--- src/rtl/wash_program_timer_pkg.sv ---
// Shared encodings and program/duration helpers for the washing-machine program timer.
package wash_program_timer_pkg;

    localparam logic [2:0] MODE_FULL       = 3'd1;
    localparam logic [2:0] MODE_WASH       = 3'd2;
    localparam logic [2:0] MODE_WASH_RINSE = 3'd3;
    localparam logic [2:0] MODE_RINSE_DRY  = 3'd4;
    localparam logic [2:0] MODE_DRY        = 3'd5;

    localparam logic [1:0] PH_NONE  = 2'd0;
    localparam logic [1:0] PH_WASH  = 2'd1;
    localparam logic [1:0] PH_RINSE = 2'd2;
    localparam logic [1:0] PH_DRY   = 2'd3;

    typedef enum logic [1:0] {
        IDLE  = 2'd0,
        RUN   = 2'd1,
        PAUSE = 2'd2,
        DONE  = 2'd3
    } state_t;

    localparam logic [5:0] WASH_BASE  = 6'd4;
    localparam logic [5:0] RINSE_BASE = 6'd3;
    localparam logic [5:0] DRY_TIME   = 6'd3;
    localparam logic [3:0] L_MIN      = 4'd1;
    localparam logic [3:0] L_MAX      = 4'd5;

    function automatic logic [2:0] clamp_level(input logic [3:0] wl);
        logic [2:0] lv;
        if (wl < L_MIN) begin
            lv = L_MIN[2:0];
        end else if (wl > L_MAX) begin
            lv = L_MAX[2:0];
        end else begin
            lv = wl[2:0];
        end
        return lv;
    endfunction

    // PH_NONE has zero duration so sums over absent phases need no special case.
    function automatic logic [5:0] phase_dur(input logic [1:0] ph, input logic [2:0] lv);
        logic [5:0] d;
        case (ph)
            PH_WASH:  d = WASH_BASE + {3'b000, lv};
            PH_RINSE: d = RINSE_BASE + {3'b000, lv};
            PH_DRY:   d = DRY_TIME;
            default:  d = 6'd0;
        endcase
        return d;
    endfunction

    function automatic logic [1:0] first_phase(input logic [2:0] mode);
        logic [1:0] ph;
        case (mode)
            MODE_RINSE_DRY: ph = PH_RINSE;
            MODE_DRY:       ph = PH_DRY;
            default:        ph = PH_WASH;
        endcase
        return ph;
    endfunction

    function automatic logic [1:0] next_phase(input logic [2:0] mode, input logic [1:0] ph);
        logic [1:0] nx;
        case (ph)
            PH_WASH: begin
                if (mode == MODE_FULL || mode == MODE_WASH_RINSE) nx = PH_RINSE;
                else nx = PH_NONE;
            end
            PH_RINSE: begin
                if (mode == MODE_FULL || mode == MODE_RINSE_DRY) nx = PH_DRY;
                else nx = PH_NONE;
            end
            default: nx = PH_NONE;
        endcase
        return nx;
    endfunction

    function automatic logic [2:0] next_mode(input logic [2:0] mode);
        logic [2:0] nm;
        if (mode >= MODE_DRY) nm = MODE_FULL;
        else nm = mode + 3'd1;
        return nm;
    endfunction

    // No program has more than three phases, so at most two follow any phase.
    function automatic logic [5:0] remaining_after(input logic [2:0] mode, input logic [1:0] ph,
                                                   input logic [2:0] lv);
        logic [1:0] p1;
        logic [1:0] p2;
        p1 = next_phase(mode, ph);
        p2 = next_phase(mode, p1);
        return phase_dur(p1, lv) + phase_dur(p2, lv);
    endfunction

endpackage

--- src/rtl/wash_program_timer_if.sv ---
// Front-panel bundle: buttons, water level and tick in; program/time/status display out.
interface wash_program_timer_if;
    logic       sec_tick;
    logic       start_pause;
    logic       module_select;
    logic       water_select;
    logic [3:0] water_level;
    logic [2:0] model_now;
    logic [1:0] phase;
    logic [5:0] time_now;
    logic [5:0] time_all;
    logic       finish;
    logic       buzzer;

    modport master (
        output sec_tick, start_pause, module_select, water_select, water_level,
        input  model_now, phase, time_now, time_all, finish, buzzer
    );

    modport slave (
        input  sec_tick, start_pause, module_select, water_select, water_level,
        output model_now, phase, time_now, time_all, finish, buzzer
    );
endinterface

--- src/rtl/wash_program_timer_beeper.sv ---
// Panel beeper: button/switch/finish edge detection feeding a retriggerable on-time counter.
module wash_beeper #(
    parameter int unsigned BEEP_CYCLES = 25_000_000
) (
    input  logic clk,
    input  logic reset,
    input  logic module_select,
    input  logic water_select,
    input  logic start_pause,
    input  logic finish,
    output logic module_rise,
    output logic buzzer
);
    localparam int unsigned CNT_W = $clog2(BEEP_CYCLES + 1);

    logic             module_q_r;
    logic             water_q_r;
    logic             start_q_r;
    logic             finish_q_r;
    logic [CNT_W-1:0] cnt_r;
    logic [CNT_W-1:0] cnt_next_s;
    logic             buzzer_r;
    logic             event_s;

    assign module_rise = module_select & ~module_q_r;
    assign event_s     = module_rise
                       | (water_select & ~water_q_r)
                       | (start_pause ^ start_q_r)
                       | (finish & ~finish_q_r);
    assign buzzer      = buzzer_r;

    // Any event reloads the full on-time; otherwise count down to zero.
    always_comb begin
        cnt_next_s = cnt_r;
        if (event_s) begin
            cnt_next_s = CNT_W'(BEEP_CYCLES);
        end else if (cnt_r != {CNT_W{1'b0}}) begin
            cnt_next_s = cnt_r - {{(CNT_W-1){1'b0}}, 1'b1};
        end else begin
            cnt_next_s = {CNT_W{1'b0}};
        end
    end

    // Edge history tracks input levels during reset so held buttons do not beep on release.
    always_ff @(posedge clk) begin
        if (reset) begin
            module_q_r <= module_select;
            water_q_r  <= water_select;
            start_q_r  <= start_pause;
            finish_q_r <= finish;
            cnt_r      <= {CNT_W{1'b0}};
            buzzer_r   <= 1'b0;
        end else begin
            module_q_r <= module_select;
            water_q_r  <= water_select;
            start_q_r  <= start_pause;
            finish_q_r <= finish;
            cnt_r      <= cnt_next_s;
            buzzer_r   <= (cnt_next_s != {CNT_W{1'b0}});
        end
    end

endmodule

--- src/rtl/wash_program_timer.sv ---
// Wash program controller: program select, phase sequencing on the 1 Hz tick, finish and beeper.
module wash_program_timer
    import wash_program_timer_pkg::*;
#(
    parameter int unsigned BEEP_CYCLES = 25_000_000
) (
    input  logic                 clk,
    input  logic                 reset,
    input  logic                 power_on,
    wash_program_timer_if.slave  pif
);
    logic       clear_s;
    state_t     state_r;
    state_t     state_next_s;
    logic [2:0] mode_r;
    logic [2:0] mode_next_s;
    logic [2:0] level_r;
    logic [2:0] level_next_s;
    logic [2:0] level_in_s;
    logic [1:0] phase_r;
    logic [1:0] phase_next_s;
    logic [1:0] first_ph_s;
    logic [1:0] next_ph_s;
    logic [5:0] time_now_r;
    logic [5:0] time_now_next_s;
    logic [5:0] time_all_r;
    logic [5:0] time_all_next_s;
    logic [5:0] idle_now_s;
    logic [5:0] idle_all_s;
    logic       finish_r;
    logic       finish_next_s;
    logic       module_rise_s;
    logic       buzzer_s;

    assign clear_s    = reset | ~power_on;
    assign level_in_s = clamp_level(pif.water_level);
    assign first_ph_s = first_phase(mode_r);
    assign idle_now_s = phase_dur(first_ph_s, level_in_s);
    assign idle_all_s = idle_now_s + remaining_after(mode_r, first_ph_s, level_in_s);
    assign next_ph_s  = next_phase(mode_r, phase_r);

    wash_beeper #(
        .BEEP_CYCLES (BEEP_CYCLES)
    ) u_beeper (
        .clk           (clk),
        .reset         (clear_s),
        .module_select (pif.module_select),
        .water_select  (pif.water_select),
        .start_pause   (pif.start_pause),
        .finish        (finish_r),
        .module_rise   (module_rise_s),
        .buzzer        (buzzer_s)
    );

    // State register.
    always_ff @(posedge clk) begin
        if (clear_s) begin
            state_r <= IDLE;
        end else begin
            state_r <= state_next_s;
        end
    end

    // Next state and datapath; a mode press in IDLE wins over start so RUN uses the new mode.
    always_comb begin
        state_next_s    = state_r;
        mode_next_s     = mode_r;
        level_next_s    = level_r;
        phase_next_s    = phase_r;
        time_now_next_s = time_now_r;
        time_all_next_s = time_all_r;
        finish_next_s   = finish_r;
        case (state_r)
            IDLE: begin
                phase_next_s    = PH_NONE;
                time_now_next_s = idle_now_s;
                time_all_next_s = idle_all_s;
                finish_next_s   = 1'b0;
                if (module_rise_s) begin
                    mode_next_s = next_mode(mode_r);
                end else if (pif.start_pause) begin
                    state_next_s = RUN;
                    level_next_s = level_in_s;
                    phase_next_s = first_ph_s;
                end else begin
                    state_next_s = IDLE;
                end
            end
            RUN: begin
                if (!pif.start_pause) begin
                    state_next_s = PAUSE;
                end else if (pif.sec_tick) begin
                    time_all_next_s = time_all_r - 6'd1;
                    if (time_now_r > 6'd1) begin
                        time_now_next_s = time_now_r - 6'd1;
                    end else if (next_ph_s != PH_NONE) begin
                        phase_next_s    = next_ph_s;
                        time_now_next_s = phase_dur(next_ph_s, level_r);
                    end else begin
                        time_now_next_s = 6'd0;
                        time_all_next_s = 6'd0;
                        phase_next_s    = PH_NONE;
                        finish_next_s   = 1'b1;
                        state_next_s    = DONE;
                    end
                end else begin
                    state_next_s = RUN;
                end
            end
            PAUSE: begin
                if (pif.start_pause) begin
                    state_next_s = RUN;
                end else begin
                    state_next_s = PAUSE;
                end
            end
            DONE: begin
                state_next_s = DONE;
            end
            default: begin
                state_next_s = IDLE;
            end
        endcase
    end

    // Datapath registers; times are cleared here and reloaded by IDLE on the following cycle.
    always_ff @(posedge clk) begin
        if (clear_s) begin
            mode_r     <= MODE_FULL;
            level_r    <= L_MIN[2:0];
            phase_r    <= PH_NONE;
            time_now_r <= 6'd0;
            time_all_r <= 6'd0;
            finish_r   <= 1'b0;
        end else begin
            mode_r     <= mode_next_s;
            level_r    <= level_next_s;
            phase_r    <= phase_next_s;
            time_now_r <= time_now_next_s;
            time_all_r <= time_all_next_s;
            finish_r   <= finish_next_s;
        end
    end

    assign pif.model_now = mode_r;
    assign pif.phase     = phase_r;
    assign pif.time_now  = time_now_r;
    assign pif.time_all  = time_all_r;
    assign pif.finish    = finish_r;
    assign pif.buzzer    = buzzer_s;

endmodule

--- src/flat_wrapper.sv ---
// flat-port wrapper written by rule: the top's interface ports become plain ports
module wash_program_timer_flat import wash_program_timer_pkg::*;
#(
    parameter int unsigned BEEP_CYCLES = 25_000_000
)
  (clk, reset, power_on, pif_sec_tick, pif_start_pause, pif_module_select, pif_water_select, pif_water_level, pif_model_now, pif_phase, pif_time_now, pif_time_all, pif_finish, pif_buzzer);
  wash_program_timer_if pif_i ();
  input  logic clk;
  input  logic reset;
  input  logic power_on;
  input wire logic [$bits(pif_i.sec_tick)-1:0] pif_sec_tick;
  input wire logic [$bits(pif_i.start_pause)-1:0] pif_start_pause;
  input wire logic [$bits(pif_i.module_select)-1:0] pif_module_select;
  input wire logic [$bits(pif_i.water_select)-1:0] pif_water_select;
  input wire logic [$bits(pif_i.water_level)-1:0] pif_water_level;
  output wire logic [$bits(pif_i.model_now)-1:0] pif_model_now;
  output wire logic [$bits(pif_i.phase)-1:0] pif_phase;
  output wire logic [$bits(pif_i.time_now)-1:0] pif_time_now;
  output wire logic [$bits(pif_i.time_all)-1:0] pif_time_all;
  output wire logic [$bits(pif_i.finish)-1:0] pif_finish;
  output wire logic [$bits(pif_i.buzzer)-1:0] pif_buzzer;
  assign pif_i.sec_tick = pif_sec_tick;
  assign pif_i.start_pause = pif_start_pause;
  assign pif_i.module_select = pif_module_select;
  assign pif_i.water_select = pif_water_select;
  assign pif_i.water_level = pif_water_level;
  assign pif_model_now = pif_i.model_now;
  assign pif_phase = pif_i.phase;
  assign pif_time_now = pif_i.time_now;
  assign pif_time_all = pif_i.time_all;
  assign pif_finish = pif_i.finish;
  assign pif_buzzer = pif_i.buzzer;
  wash_program_timer #(.BEEP_CYCLES(BEEP_CYCLES)) u_core (.clk(clk), .reset(reset), .power_on(power_on), .pif(pif_i));
endmodule
--- config.mk ---
export PLATFORM = sky130hd
export DESIGN_NAME = wash_program_timer_flat
export DESIGN_NICKNAME = d
export VERILOG_FILES = /design/src/rtl/wash_program_timer_pkg.sv /design/src/rtl/wash_program_timer_if.sv /design/src/rtl/wash_program_timer_beeper.sv /design/src/rtl/wash_program_timer.sv /design/src/flat_wrapper.sv
export SDC_FILE = /design/constraint.sdc
export NUM_CORES = 1
export LEC_CHECK = 0
export CAP_MARGIN = 20
export CORE_MARGIN = 2
export CORE_UTILIZATION = 58
export CTS_CLUSTER_DIAMETER = 60
export DETAILED_ROUTE_END_ITERATION = 7
export HOLD_SLACK_MARGIN = 0.12
export PLACE_DENSITY_LB_ADDON = 0.12
export SYNTH_ARGS = -nofsm -noshare
export SYNTH_HDL_FRONTEND = slang
export SYNTH_SLANG_ARGS = --single-unit
--- constraint.sdc ---
create_clock -name clk -period 4.3 [get_ports clk]
set_clock_uncertainty 0.15 [all_clocks]
set_input_delay 0.645 -clock clk [delete_from_list [all_inputs] [get_ports clk]]
set_output_delay 0.645 -clock clk [all_outputs]
set_load 0.05 [all_outputs]
==> reports/qor.txt, run 1 <==
status: completed
RePlAce Congestion: 0.910
register bit total from synthesis: 53
post-synthesis cell count: 410
path type of the worst min-delay path: flip-flop to flip-flop
Area Overhead vs Synth: 14.2%
met2 GRT Util: 44.4%
slowest stage delay, CP: 470 ps
slowest cell on the critical path: clkdlybuf4s50_1
number of cells upsized or downsized after cts: 0
synthesized area per cell: 8.04 µm²
DR DRC count: 0
vias in the first global route: 2,840
max-slew violations: 0
final-layout setup total negative slack: 0 ps
Slew Limit Headroom: 51.3%
count of hold-fix buffers inserted at cts: 0
Clk pin slew, worst setup/hold paths: 100 ps
actual transition at the worst max-transition pin: 728 ps
fraction of met1 tracks used by global routing: 30.7%
DIE WIDTH: 79.4 µm
total gr overflow: 0
cell-by-cell listing of the critical path: clkdlybuf4s50_1 -> nor2_1 -> nand2_1 -> ha_1 -> a22oi_1 -> o2bb2ai_1 -> fa_1 -> inv_1 -> ha_1 -> inv_1 -> fa_1 -> inv_1 -> o21ai_0 -> a21oi_1 -> o21ai_0 -> a21oi_1
Setup crit end kind: flip-flop
largest cells by area after synthesis: dfxtp_1 32%, ha_1 5.7%, nor2_1 5.6%
Period Utilization, post-route: 85.7%
fin nets: 463
warnings from Yosys: 0
CORE AREA: 5510 µm²
footprint of the multi-input gates: 2050 µm²
mapped cell area: 3300 µm²
crit path launch type: primary input
Cell Pwr Density: 355 nW/µm²
final routed wire length divided by cell count: 14.7 µm
minimum clock period after layout: 3680 ps
vertical die dimension: 79.4 µm
GRT met3 Usage: 3.96%
arrival time worst endpoint: 3780 ps
global-route wire length before repair: 12,800 µm
final routed wirelength across all metal layers: 7430 µm
setup repair after global routing missed its margin: false
share of post-route cells with drive strength above 1: 6.00%
number of cell rows: 27
sequential share of the synthesized area: 32.2%
ys flop type: dfxtp_1
initial antenna violation count: 0
CTS tree: yes
CTS H-tree depth: 2
DR pass1 iterations: 4
via density per instance: 5.96
leakage power summed over all cells: 0.00147 µW
maxcap violations: 0
most frequent cell on the critical path: inv_1
clock insertion delay at the later pin of the skew report: 310 ps
Syn Nets: 441
fill cell total of the finished layout: 467
peak clock frequency supported by timing: 271 MHz
top cell family by delay on the critical path: adder cells
Worst Path Buf+Inv: 4
setup bufs post-CTS: 0
async set-or-reset flop fraction in the synthesized netlist: 0%
number of buffers created by CTS: 5
largest net degree at the start of global routing: 29
largest area contributor in the netlist: dfxtp_1
root buffer cell: clkbuf_8
maximum ir drop on the vdd rail: 0.223 mV
Worst Hold Slack: 236 ps
count of vias placed by the detailed router: 3,011
count of clock tree sinks: 53
cell area after placement: 3620 µm²
post-route antenna net violation count: 0
Setup violations, final: 0
Final Cell Area: 3770 µm²
total track usage: 25.3%
buffer depth of the longest clock path: 2
share of the synthesized area in the top cell type: 32.2%
placed wire-length estimate after detailed placement: 5480 µm
number of unique standard cell types used by synthesis: 57
final setup margin: 616 ps
sequential cell area: 1060 µm²
Setup Crit Path Kind: primary input to flip-flop
Hold Fails Final Rpt: 0
maximum fanout along the worst path: 4
required time of the critical path: 4400 ps
initial standard-cell utilization of the core: 59.9%
minimum setup slack after placement: 319 ps
# IOs: 30
buffers added on ports: 29
share of the core filled with cells: 68.4%
Iteration-0 DRC Markers: 119
grt peak-use layer: met2
die footprint: 6300 µm²
number of flops mapped to enable cells by yosys: 0
number of inserted diodes: 0
sequential cells by signal, summed over array words and instances (netlist names), 2 cells and up:
signal and cells:
u_core.level_r 3, u_core.pif.model_now 3, u_core.pif.phase 2, u_core.pif.time_all 6, u_core.pif.time_now 6, u_core.state_r 2, u_core.u_beeper.cnt_r 25
cells in the final DEF (no fill, tap or decap), drive strengths merged, types with 8 or more instances in the layout:
cell	instances
a21oi	33
clkdlybuf4s50	29
dfxtp	53
ha	15
inv	26
nand2	20
nor2	49
nor3	18
nor4	10
o21ai	25
or3	10
or4	8
xnor2	18
final timing paths:
path / startpoint / endpoint / slack [ps] / cells past startpoint
min reg2reg: u_core.pif.finish / u_core.u_beeper.finish_q_r / 240 / 0
max: pif_water_level[2] / u_core.pif.time_all[3] / 620 / 16
min: u_core.pif.finish / u_core.u_beeper.finish_q_r / 240 / 0
max reg2reg: u_core.pif.model_now[1] / u_core.pif.time_all[3] / 910 / 16
per-layer routing:
metal	vias to the layer above	wire, µm	share of wire [%]
met5	-	0	0
met4	0	146	2.0
met3	13	285	3.8
met2	80	3690	50
met1	1393	3310	45
li1	1525	-	-
layout make-up:
type / count / area share (%)
Clock buffer: 5 / 1.83
Clock inverter: 3 / 1.73
Inverter: 26 / 2.59
Multi-Input combinational cell: 312 / 54.4
Sequential cell: 53 / 28.2
Tap cell: 72 / 2.39
Timing Repair Buffer: 34 / 8.90
report_power, final:
| group | switching, µW | leakage [µW] | internal, µW |
|---|---|---|---|
| combinational | 226 | 0.000965 | 165 |
| sequential | 30.2 | 0.000434 | 517 |
| clock | 168 | 0.0000681 | 231 |
| total | 424 | 0.00147 | 913 |
cells by family after synthesis:
family,Yosys count,share of synthesized area (%)
AOI/OAI and AO/OA,113,22.6
xor gates and xnor gates,22,5.84
adders and majority gates,20,8.73
buffers and inverters,45,5.69
DFF,53,32.2
muxes,1,0.342
other,2,0.228
and+or+nand+nor,154,24.4
cells in the mapped netlist, drive strengths merged, types with 3 or more instances:
| cell | count |
|---|---|
| or4 | 8 |
| nor3b | 3 |
| nand3 | 4 |
| nor4b | 3 |
| or2 | 6 |
| clkbuf | 16 |
| inv | 26 |
| xor2 | 4 |
| fa | 5 |
| and2 | 6 |
| nor3 | 18 |
| dfxtp | 53 |
| buf | 3 |
| a21oi | 33 |
| o211ai | 4 |
| o21ai | 25 |
| a221oi | 4 |
| ha | 15 |
| nand4 | 5 |
| o31ai | 7 |
| a211oi | 3 |
| o21a | 6 |
| nor2b | 5 |
| or3 | 10 |
| nand2 | 20 |
| xnor2 | 18 |
| nor4 | 10 |
| nand2b | 7 |
| a31oi | 4 |
| nor2 | 49 |
| a22oi | 4 |
per-stage QoR:
step	std cells	power, µW
after global routing	505	1410
after detailed placement	496	943
after global placement	496	938
final	505	1340
after floorplan	410	858
after CTS	504	1340
Power figures use the tool's default switching activity.
==> run 2: changes to the inputs <==
--- a/config.mk
+++ b/config.mk
@@ -7,7 +7,7 @@
 export LEC_CHECK = 0
 export CAP_MARGIN = 20
 export CORE_MARGIN = 2
-export CORE_UTILIZATION = 58
+export CORE_UTILIZATION = 37
 export CTS_CLUSTER_DIAMETER = 60
 export DETAILED_ROUTE_END_ITERATION = 7
 export HOLD_SLACK_MARGIN = 0.12
==> run 2 against run 1 <==
Compared with the run above: sequential share of layout area did not move; utilization fell by 25 points; maximum frequency fell by 0.16%.
==> reports/qor.txt, run 2 (synthesized netlist as in run 1, its figures left out) <==
root buffer cell: clkbuf_8
largest reg by FF count: u_core.u_beeper.cnt_r
peak clock frequency supported by timing: 271 MHz
die footprint: 9680 µm²
arrival time worst endpoint: 3780 ps
Period Utilization, post-route: 85.8%
Hold Fails Final Rpt: 0
largest net degree at the start of global routing: 29
maximum ir drop on the vdd rail: 0.135 mV
most common library cell in the layout ignoring fill and taps: dfxtp_1
wire length on met1: 3910 µm
final-layout setup total negative slack: 0 ps
worst reg2reg setup slack: 960 ps
most frequent cell on the critical path: inv_1
number of buffers created by CTS: 5
DIE WIDTH: 98.4 µm
Cells on Worst Hold Path: 0
path type of the worst min-delay path: flip-flop to flip-flop
slowest cell on the critical path: clkdlybuf4s50_1
number of cell instances on the worst register-to-register path: 16
count of clock tree sinks: 53
share of post-route cells with drive strength above 1: 5.57%
CTS tree: yes
met2 wirelength from detailed routing: 3780 µm
buffer depth of the longest clock path: 2
required time of the critical path: 4390 ps
fin nets: 462
DR DRC count: 0
CORE AREA: 8680 µm²
number of cells upsized or downsized after cts: 0
setup repair after global routing missed its margin: false
cell-by-cell listing of the critical path: clkdlybuf4s50_1 -> nor2_1 -> nand2_1 -> ha_1 -> a22oi_1 -> o2bb2ai_1 -> fa_1 -> inv_1 -> ha_1 -> inv_1 -> fa_1 -> inv_1 -> o21ai_0 -> a21oi_1 -> o21ai_0 -> a21oi_1
setup bufs post-CTS: 0
via density per instance: 5.54
clock insertion delay at the later pin of the skew report: 310 ps
max-slew violations: 0
maxcap violations: 0
total gr overflow: 0
Setup Crit Path Kind: primary input to flip-flop
number of inserted diodes: 0
Hold Crit Start: u_core.pif.finish
count of hold-fix buffers inserted at cts: 0
commonest cells after routing, fill and taps aside: 53 x dfxtp_1, 49 x nor2_1, 33 x a21oi_1, 29 x clkdlybuf4s50_1, 26 x inv_1
count of vias placed by the detailed router: 2,986
DR pass1 iterations: 4
Slew Limit Headroom: 48.5%
endpoint of the worst hold-timing path: u_core.u_beeper.finish_q_r
maximum fanout along the worst path: 4
initial standard-cell utilization of the core: 38.0%
Worst Hold Slack: 250 ps
initial antenna violation count: 0
final routed wire length divided by cell count: 15.0 µm
Setup violations, final: 0
minimum clock period after layout: 3690 ps
Cell Pwr Density: 339 nW/µm²
Area Overhead vs Synth: 14.2%
# IOs: 30
vias in the first global route: 2,856
buffers added on ports: 29
status: completed
crit path launch type: primary input
Clk pin slew, worst setup/hold paths: 100 ps
Iteration-0 DRC Markers: 88
CTS H-tree depth: 2
number of cell rows: 34
post-route antenna net violation count: 0
actual transition at the worst max-transition pin: 771 ps
cell area after placement: 3660 µm²
amount of wire on met3 after detailed routing: 219 µm
max reg flops: 25
fill cell total of the finished layout: 901
endpoint of the most critical register-to-register path: u_core.pif.time_all[3]
uppermost metal layer occupied by signal nets: met4
leakage power summed over all cells: 0.00145 µW
placed wire-length estimate after detailed placement: 5960 µm
final routed wirelength across all metal layers: 8080 µm
Final Cell Area: 3770 µm²
Setup crit end kind: flip-flop
global-route wire length before repair: 13,700 µm
total track usage: 17.1%
vertical die dimension: 98.4 µm
RePlAce Congestion: 0.861
FF-to-FF Start: u_core.pif.model_now[1]
slowest stage delay, CP: 460 ps
-- run 2: cell count changes in the layout (fill, tap and decap cells not counted), sizes merged --
cell    before  now
buf          5    4
bufinv       2    1
-- run 2: layout make-up --
| type | instances | area [µm²] | share of cell area (%) |
|---|---|---|---|
| tap | 108 | 135 | 3.59 |
| clock inverter | 2 | 35.0 | 0.930 |
| inverter | 26 | 97.6 | 2.59 |
| clock buffer | 5 | 68.8 | 1.83 |
| sequential | 53 | 1060 | 28.2 |
| timing repair buffer | 33 | 320 | 8.50 |
| multi-input combinational | 312 | 2050 | 54.4 |
-- run 2: worst max-delay path: cells and delay by family --
kind,cells,cell delay (ps)
AND/OR/NAND/NOR,2,400
AO/OA/AOI/OAI,6,770
buffers and inverters,4,670
adder cells (fa/ha/maj),4,1290
-- run 2: metal layers --
layer / global-route usage [%] / vias up
met3: 2.51 / 16
li1: - / 1514
met5: 0 / -
met4: 5.69 / 0
met2: 29.4 / 57
met1: 21.9 / 1399
-- run 2: how the worst max path moves through the flow --
| stage | to | slack, ps | from |
|---|---|---|---|
| 2_1_floorplan | u_core.pif.time_all[4] | 870 | pif_water_level[1] |
| 3_3_place_gp | u_core.pif.time_all[3] | 440 | pif_water_level[3] |
| 3_5_place_dp | u_core.pif.time_all[3] | 290 | pif_water_level[2] |
| 4_1_cts | u_core.pif.time_all[3] | 620 | pif_water_level[3] |
| 5_1_grt | u_core.pif.time_all[3] | 350 | pif_water_level[3] |
| 6_report | u_core.pif.time_all[3] | 610 | pif_water_level[2] |
-- run 2: per-stage QoR --
| step | util (%) | total power, µW | cells | setup WS [ps] |
|---|---|---|---|---|
| after floorplan | - | 858 | 410 | 872 |
| after global placement | 42.2 | 949 | 532 | 435 |
| after detailed placement | 42.2 | 951 | 532 | 289 |
| after CTS | 43.4 | 1290 | 539 | 616 |
| after global routing | 43.4 | 1360 | 539 | 353 |
| final | 43.4 | 1280 | 539 | 610 |
-- run 2: power by group --
part           switching, µW  total (µW)  internal (µW)
combinational            227         392            165
clock                    167         337            170
sequential              30.9         548            517
==> run 3: changes to the inputs <==
--- a/config.mk
+++ b/config.mk
@@ -6,6 +6,7 @@
 export NUM_CORES = 1
 export LEC_CHECK = 0
 export CAP_MARGIN = 20
+export CORE_ASPECT_RATIO = 1.75
 export CORE_MARGIN = 2
 export CORE_UTILIZATION = 37
 export CTS_CLUSTER_DIAMETER = 60
@@ -15,3 +16,4 @@
 export SYNTH_ARGS = -nofsm -noshare
 export SYNTH_HDL_FRONTEND = slang
 export SYNTH_SLANG_ARGS = --single-unit
+export TNS_END_PERCENT = 20
==> run 3 against run 2 <==
Compared with the run above: cell count grew 1.7%; sequential cell count unchanged; register-to-register slack worse by 60 ps; global-route usage is 1.7 points higher; sequential power hardly changed; combinational power is essentially flat; design area is 1.3% higher; highest routed layer unchanged.
==> reports/qor.txt, run 3 (synthesized netlist as in run 1, its figures left out) <==
Setup Crit Path Kind: primary input to flip-flop
Setup violations, final: 0
worst reg2reg setup slack: 900 ps
Area Overhead vs Synth: 15.7%
count of hold-fix buffers inserted at cts: 0
root buffer cell: clkbuf_16
Setup crit end kind: flip-flop
arrival time worst endpoint: 3720 ps
fill cell total of the finished layout: 906
slowest cell on the critical path: clkdlybuf4s50_1
vertical die dimension: 129 µm
count of placed standard cells including taps: 541
maximum ir drop on the vdd rail: 0.137 mV
count of clock tree sinks: 53
worst setup path startpoint: pif_water_level[3]
actual transition at the worst max-transition pin: 855 ps
Hold Fails Final Rpt: 0
final routed wire length divided by cell count: 15.5 µm
max reg flops: 25
maximum fanout along the worst path: 4
Cell Pwr Density: 354 nW/µm²
most frequent cell on the critical path: inv_1
minimum clock period after layout: 3640 ps
final-layout setup total negative slack: 0 ps
Period Utilization, post-route: 84.6%
most common library cell in the layout ignoring fill and taps: dfxtp_1
total gr overflow: 0
peak clock frequency supported by timing: 275 MHz
largest reg by FF count: u_core.u_beeper.cnt_r
global-route wire length before repair: 14,200 µm
initial standard-cell utilization of the core: 38.0%
cell area after placement: 3670 µm²
setup bufs post-CTS: 0
crit path launch type: primary input
CORE AREA: 8670 µm²
initial antenna violation count: 0
footprint of the multi-input gates: 2050 µm²
total track usage: 18.8%
buffer depth of the longest clock path: 2
required time of the critical path: 4380 ps
CTS H-tree depth: 2
vias in the first global route: 3,020
path type of the worst min-delay path: flip-flop to flip-flop
number of inserted diodes: 0
number of cell rows: 45
# IOs: 30
status: completed
sequential cell area: 1060 µm²
Slew Limit Headroom: 42.9%
commonest cells after routing, fill and taps aside: 53 x dfxtp_1, 49 x nor2_1, 33 x a21oi_1, 29 x clkdlybuf4s50_1, 26 x inv_1
share of post-route cells with drive strength above 1: 5.34%
clock insertion delay at the later pin of the skew report: 290 ps
placed wire-length estimate after detailed placement: 6500 µm
top cell family by delay on the critical path: adder cells
buffers added on ports: 29
number of cells upsized or downsized after cts: 0
FF-to-FF Start: u_core.pif.model_now[1]
cell-by-cell listing of the critical path: clkdlybuf4s50_1 -> nor2_1 -> nand2_1 -> ha_1 -> a22oi_1 -> o2bb2ai_1 -> fa_1 -> inv_1 -> ha_1 -> inv_1 -> fa_1 -> inv_1 -> o21ai_0 -> a21oi_1 -> o21ai_0 -> a21oi_1
number of cells in the finished layout apart from fillers: 548
Worst Path Buf+Inv: 4
setup repair after global routing missed its margin: false
slowest stage delay, CP: 450 ps
largest net degree at the start of global routing: 29
DR DRC count: 0
maxcap violations: 0
fin nets: 462
Clk pin slew, worst setup/hold paths: 70 ps
Iteration-0 DRC Markers: 116
RePlAce Congestion: 0.849
DR pass1 iterations: 4
DIE WIDTH: 75.4 µm
Final Cell Area: 3820 µm²
number of buffers created by CTS: 5
CTS tree: yes
via density per instance: 5.48
die footprint: 9710 µm²
final routed wirelength across all metal layers: 8500 µm
leakage power summed over all cells: 0.00146 µW
max-slew violations: 0
count of vias placed by the detailed router: 3,005
Hold Crit Start: u_core.pif.finish
post-route antenna net violation count: 0
-- run 3: cell types whose count changed in the layout (fill, tap and decap cells not counted), sizes merged --
cell | before | now
bufinv | 1 | 0
clkbuf | 5 | 7
clkinv | 1 | 0
-- run 3: power breakdown --
part	switching, µW	internal [µW]	leakage [µW]
Clock	180	229	0.0000700
Sequential	31.2	517	0.000434
Combinational	229	164	0.000958
-- run 3: path summary, 6_finish.rpt --
kind / end / cells after the start
hold reg to reg: u_core.u_beeper.finish_q_r / 0
hold / removal: u_core.u_beeper.finish_q_r / 0
setup / recovery: u_core.pif.time_all[3] / 16
setup reg to reg: u_core.pif.time_all[3] / 16
-- run 3: cell type report --
cell class	instances	share of cell area (%)
multi-input cells	312	53.7
well taps	117	3.84
repair buffers	33	8.39
clock buffers	7	3.74
inverters	26	2.56
flip-flops and latches	53	27.8
-- run 3: layer usage --
| layer | global-route usage (%) | share of wire (%) |
|---|---|---|
| met1 | 19.6 | 40 |
| met2 | 35.9 | 55 |
| met3 | 3.05 | 2.4 |
| met4 | 6.91 | 2.3 |
| met5 | 0 | 0 |
-- run 3: per-stage QoR --
step | setup WS [ps] | utilization [%] | hold slack, ps | power [µW]
final | 661 | 44.0 | 247 | 1350
after global routing | 309 | 44.0 | 261 | 1440
after CTS | 654 | 44.0 | 252 | 1370
after detailed placement | 361 | 42.4 | 242 | 953
after global placement | 438 | 42.4 | 235 | 951
after floorplan | 872 | - | 279 | 858
